**src/rtl/regfile_pkg.sv**
```systemverilog
// Shared definitions for the register file and its port arbiter:
// widths, arbiter FSM states and the latched request command.
package regfile_pkg;

    localparam int ADDR_W = 5;
    localparam int DATA_W = 16;

    typedef enum logic [1:0] {
        IDLE,
        ACCESS,
        RESP
    } arbStateT;

    typedef struct packed {
        logic              write;
        logic [ADDR_W-1:0] addr1;
        logic [ADDR_W-1:0] addr2;
        logic [DATA_W-1:0] wdata;
    } reqCmdT;

endpackage

```
**src/rtl/regfile_port_arbiter_rr.sv**
```systemverilog
// Two-way round-robin grant: the pointer holder wins a tie, and after an
// enabled grant the pointer passes to the requester that did not win.
module rr_arbiter2 (
    input  logic       clk,
    input  logic       rst_n,
    input  logic [1:0] req,
    input  logic       update,
    output logic [1:0] grant
);

    logic pointer;

    always_comb begin
        if (req == 2'b11) begin
            grant = pointer ? 2'b10 : 2'b01;
        end else begin
            grant = req;
        end
    end

    always_ff @(posedge clk or negedge rst_n) begin
        if (!rst_n) begin
            pointer <= 1'b0;
        end else if (update && (grant != 2'b00)) begin
            pointer <= grant[0];
        end
    end

endmodule

```
**src/rtl/regfile_port_arbiter.sv**
```systemverilog
// Shares the single select-driven register file port between two requesters,
// one access per slot, returning read data as a one-cycle response pulse.
module regfile_port_arbiter
    import regfile_pkg::*;
(
    input  logic              clk,
    input  logic              rst_n,
    input  logic [1:0]        req_valid,
    output logic [1:0]        req_ready,
    input  logic [1:0]        req_write,
    input  logic [ADDR_W-1:0] req_addr1_0,
    input  logic [ADDR_W-1:0] req_addr1_1,
    input  logic [ADDR_W-1:0] req_addr2_0,
    input  logic [ADDR_W-1:0] req_addr2_1,
    input  logic [DATA_W-1:0] req_wdata_0,
    input  logic [DATA_W-1:0] req_wdata_1,
    output logic [1:0]        rsp_valid,
    output logic [DATA_W-1:0] rsp_rdata1,
    output logic [DATA_W-1:0] rsp_rdata2,
    output logic              rf_select,
    output logic [ADDR_W-1:0] rf_raddr1,
    output logic [ADDR_W-1:0] rf_raddr2,
    output logic [ADDR_W-1:0] rf_waddr,
    output logic [DATA_W-1:0] rf_wdata,
    input  logic [DATA_W-1:0] rf_rdata1,
    input  logic [DATA_W-1:0] rf_rdata2
);

    arbStateT   state;
    arbStateT   nextState;
    reqCmdT     winCmd;
    logic [1:0] grant;
    logic       grantEn;
    logic       holdWrite;
    logic       owner;

    rr_arbiter2 u_rrArbiter (
        .clk    (clk),
        .rst_n  (rst_n),
        .req    (req_valid),
        .update (grantEn),
        .grant  (grant)
    );

    always_comb begin
        if (grant[1]) begin
            winCmd = '{write: req_write[1], addr1: req_addr1_1,
                       addr2: req_addr2_1, wdata: req_wdata_1};
        end else begin
            winCmd = '{write: req_write[0], addr1: req_addr1_0,
                       addr2: req_addr2_0, wdata: req_wdata_0};
        end
    end

    // Ready is only offered from IDLE and never while reset is held.
    always_comb begin
        nextState = state;
        grantEn   = 1'b0;
        req_ready = 2'b00;
        unique case (state)
            IDLE: begin
                if (rst_n && (req_valid != 2'b00)) begin
                    req_ready = grant;
                    grantEn   = 1'b1;
                    nextState = ACCESS;
                end
            end
            ACCESS:  nextState = holdWrite ? IDLE : RESP;
            RESP:    nextState = IDLE;
            default: nextState = IDLE;
        endcase
    end

    // The rf address/data registers double as the command holding registers,
    // so requester inputs are only sampled in the handshake cycle.
    always_ff @(posedge clk or negedge rst_n) begin
        if (!rst_n) begin
            state      <= IDLE;
            holdWrite  <= 1'b0;
            owner      <= 1'b0;
            rf_select  <= 1'b1;
            rf_raddr1  <= '0;
            rf_raddr2  <= '0;
            rf_waddr   <= '0;
            rf_wdata   <= '0;
            rsp_valid  <= 2'b00;
            rsp_rdata1 <= '0;
            rsp_rdata2 <= '0;
        end else begin
            state     <= nextState;
            rf_select <= 1'b1;
            rsp_valid <= 2'b00;
            if (grantEn) begin
                holdWrite <= winCmd.write;
                owner     <= grant[1];
                if (winCmd.write) begin
                    rf_select <= 1'b0;
                    rf_waddr  <= winCmd.addr1;
                    rf_wdata  <= winCmd.wdata;
                end else begin
                    rf_raddr1 <= winCmd.addr1;
                    rf_raddr2 <= winCmd.addr2;
                end
            end
            if ((state == ACCESS) && !holdWrite) begin
                rsp_rdata1 <= rf_rdata1;
                rsp_rdata2 <= rf_rdata2;
                rsp_valid  <= owner ? 2'b10 : 2'b01;
            end
        end
    end

endmodule

```
**config.mk**
```make
export PLATFORM = sky130hd
export DESIGN_NAME = regfile_port_arbiter
export DESIGN_NICKNAME = d
export VERILOG_FILES = /design/src/rtl/regfile_pkg.sv /design/src/rtl/regfile_port_arbiter_rr.sv /design/src/rtl/regfile_port_arbiter.sv
export SDC_FILE = /design/constraint.sdc
export NUM_CORES = 1
export LEC_CHECK = 0
export ABC_AREA = 1
export ABC_CLOCK_PERIOD_IN_PS = 1200
export BUFFER_PORTS_ARGS = -buffer_cell sky130_fd_sc_hd__buf_2
export CAP_MARGIN = 20
export CORE_ASPECT_RATIO = 0.6
export CORE_MARGIN = 3
export CORE_UTILIZATION = 41
export DETAILED_ROUTE_END_ITERATION = 8
export HOLD_SLACK_MARGIN = 0.06
export PLACE_DENSITY = 0.86
export SYNTH_ARGS = -nofsm -noshare
export SYNTH_HDL_FRONTEND = slang
export SYNTH_SLANG_ARGS = --single-unit
```
**constraint.sdc**
```tcl
create_clock -name clk -period 1.2 [get_ports clk]
set_input_delay 0.12 -clock clk [delete_from_list [all_inputs] [get_ports clk]]
set_output_delay 0.12 -clock clk [all_outputs]
set_load 0.02 [all_outputs]
```
==> flow_metrics.env <==
export IMPL_status="finished with violations"
export IMPL_failed_checks="setup timing"
export IMPL_cpMostUsedCell="nand2_1"
export IMPL_netlist_instances=394
export IMPL_place_hpwl_um=6780
export IMPL_drv_slew=0
export IMPL_die_x_um=120
export IMPL_nets=693
export IMPL_yosys_area_share_simple_pct=37.9
export IMPL_mostFrequentLayoutCells="nand2_1, buf_2, dfrtp_1, nand3_1, dlygate4sd3_1"
export IMPL_cts_tree="built"
export IMPL_antennaDiodeCount=0
export IMPL_finClkSkew_ps=7.71
export IMPL_grt_pass1_wl_um=15600
export IMPL_holdPathStages=5
export IMPL_synth_cell_type_count=16
export IMPL_wl_met3_um=790
export IMPL_cp_cell_sequence="inv_1 -> nand2_2 -> nand2_2 -> buf_12 -> nand2_1 -> nand2_1 -> buf_4 -> nand3_1 -> nand2_1"
export IMPL_worstSetupPathType="flip-flop to flip-flop"
export IMPL_vias=3490
export IMPL_synth_top_family_by_area="simple AND/OR/NAND/NOR gates"
export IMPL_gr_total_overflow=0
export IMPL_p_leak_uw=0.00292
export IMPL_drt_met1_wl_um=4910
export IMPL_drtPass1Iterations=5
export IMPL_synth_seq_cells=71
export IMPL_grt_pass1_vias=3196
export IMPL_insertion_delay_ps=330
export IMPL_cp_max_fo=11
export IMPL_wl_um=10800
export IMPL_grt_max_degree=72
export IMPL_crit_family="simple AND/OR/NAND/NOR gates"
export IMPL_maxCapViolations=0
export IMPL_hp_start="req_wdata_0[4]"
export IMPL_rsz0062_at_grt="true"
export IMPL_cp_start_kind="flip-flop"
export IMPL_cts_max_level=3
export IMPL_yosys_area_share_adder_pct=0
export IMPL_dieArea_um2=8870
export IMPL_fin_ws_ps=-271
export IMPL_arrival_ps=1690
export IMPL_synth_compound_area_share_pct=0.473
export IMPL_hold_end="rf_wdata[4]"
export IMPL_cts_made_buffers=9
export IMPL_final_util_pct=69.2
export IMPL_gp_congestion=0.804
export IMPL_critical_path_buf_inv_count=3
export IMPL_relSlewSlack_pct=75.2
export IMPL_required_ps=1420
export IMPL_yosysSeqAreaShare_pct=56.0
export IMPL_max_stage_delay_ps=350
export IMPL_finalSetupViolCount=35
export IMPL_antenna_found_initial=0
export IMPL_finalInstanceArea_um2=5110
export IMPL_reg2reg_to="rf_waddr[1]"
export IMPL_io_pins=158
export IMPL_clockRootBuffer="clkbuf_16"
export IMPL_area_growth_pct=61.1
export IMPL_initial_core_util_pct=43.0
export IMPL_wl_met2_um=4990
export IMPL_r2r_start="u_rrArbiter.pointer"
export IMPL_muxShareOfSynthArea_pct=0
export IMPL_fin_total_pwr_uw=11300
export IMPL_drive_above_1_share_pct=36.0
export IMPL_crit_path_top_delay_cell="dfrtp_1"
export IMPL_fp_row_count=24
export IMPL_grt_total_usage_pct=22.4
export IMPL_min_period_ps=1470
export IMPL_r2r_slack_ps=-270
export IMPL_drt_iter0_markers=200
export IMPL_fmax_mhz=680
export IMPL_syn_avg_cell_area_um2=8.05
export IMPL_dieHeight_um=74.1
export IMPL_path_clk_slew_ps=60
export IMPL_ant_nets=0
export IMPL_port_buffer_count=157
export IMPL_yosys_warnings=0
export IMPL_cp_end_kind="flip-flop"
export IMPL_placed_cells=650
export IMPL_drc=0
export IMPL_layout_commonest_cell="nand2_1"
export IMPL_ir_drop_mv=1.23
export IMPL_synth_xor_xnor_area_share_pct=0
export IMPL_layoutNonFillerInstCount=712
export IMPL_cts_buffer_depth=2
export IMPL_core_um2=7390
export IMPL_holdWs_ps=104
export IMPL_hold_path_class="primary input to flip-flop"
export IMPL_viasPerCell=4.90
export IMPL_r2r_cells=9
export IMPL_tightest_slew_ps=372
export IMPL_clock_sinks=71
export IMPL_top_layer="met4"
export IMPL_dpl_cell_area_um2=4140
export IMPL_power_density_nw_per_um2=2220
export IMPL_hold_viol=0
export IMPL_synth_nets=484
export IMPL_post_route_period_util_pct=123
export IMPL_synth_area_um2=3170
export IMPL_wl_per_cell_um=15.2
## worst max-delay path by stage
| stage | depth (start not counted) | endpoint | from | slack, ps |
|---|---|---|---|---|
| 6_report | 9 | rf_waddr[1] | u_rrArbiter.pointer | -270 |
| 5_1_grt | 9 | rf_wdata[7] | u_rrArbiter.pointer | -350 |
| 4_1_cts | 6 | req_ready[0] | state[1] | -260 |
| 3_5_place_dp | 8 | rf_wdata[13] | u_rrArbiter.pointer | -190 |
| 3_3_place_gp | 8 | rf_wdata[14] | u_rrArbiter.pointer | -120 |
| 2_1_floorplan | 7 | req_ready[0] | u_rrArbiter.pointer | -40 |
## what timing repair did
item                                   4_1_cts  5_1_grt
pin swaps                                    3        4
gates cloned                                 3        5
buffers inserted                             4        1
hold buffers                                33        0
gates resized for setup                     19       17
endpoints found under the hold margin      102        0
setup endpoints to repair                   37       67
## per-layer routing
layer	global-route usage [%]	vias up
met5	0	-
met4	5.58	0
met3	6.61	13
met2	36.7	142
met1	29.8	1670
li1	-	1665
## flip-flops by register name, summed over array words and instances, names as in the netlist, 2 cells and up
register	flops
rf_wdata	16
rsp_rdata1	16
rsp_rdata2	16
rf_raddr1	5
rf_raddr2	5
rf_waddr	5
rsp_valid	2
state	2
## through the flow
step / worst slack, ps / TNS, ps
final: -271 / -7650
after floorplan: -37.2 / -37.2
after global placement: -121 / -3230
after global routing: -350 / -10940
after detailed placement: -194 / -5620
after CTS: -256 / -7590
## area by class of cell
cell class / count / area [um2]
clock inverters: 6 / 109
clock buffers: 10 / 229
flip-flops and latches: 71 / 1780
well taps: 104 / 130
multi-input cells: 297 / 1350
repair buffers: 216 / 1470
inverters: 8 / 40.0
fillers: 610 / 2280
## worst min-delay path, cell delays in order
cell and delay (ps):
buf_2 80, nand2_1 40, nand2_1 50, nand3_1 60, nand2_1 50
## power breakdown
group	internal [uW]	leakage, uW	switching [uW]
Clock	2030	0.000166	983
Combinational	1610	0.00186	2820
Sequential	3360	0.000896	543
## Yosys cell counts
| cell | number | share of area [%] |
|---|---|---|
| nand2_1 | 220 | 26 |
| nand3_4 | 1 | 0.55 |
| nor2_4 | 1 | 0.35 |
| dfstp_2 | 1 | 0.83 |
| o21ai_1 | 1 | 0.16 |
| clkbuf_1 | 3 | 0.35 |
| nand3_2 | 3 | 0.95 |
| nand3_1 | 57 | 9.0 |
| o21ai_0 | 2 | 0.32 |
| buf_4 | 9 | 2.1 |
| buf_6 | 3 | 1.1 |
| nand2_2 | 1 | 0.20 |
| dfrtp_1 | 70 | 55 |
| buf_2 | 7 | 1.1 |
| nor2_1 | 7 | 0.83 |
| inv_1 | 8 | 0.95 |
## logic make-up (layout without fill, tap and decap cells)
kind of cell / after synthesis / in the layout
AO/OA/AOI/OAI: 3 / 3
buffers and inverters: 30 / 240
flip-flops: 71 / 71
AND/OR/NAND/NOR: 290 / 294
Power figures use the tool's default switching activity.
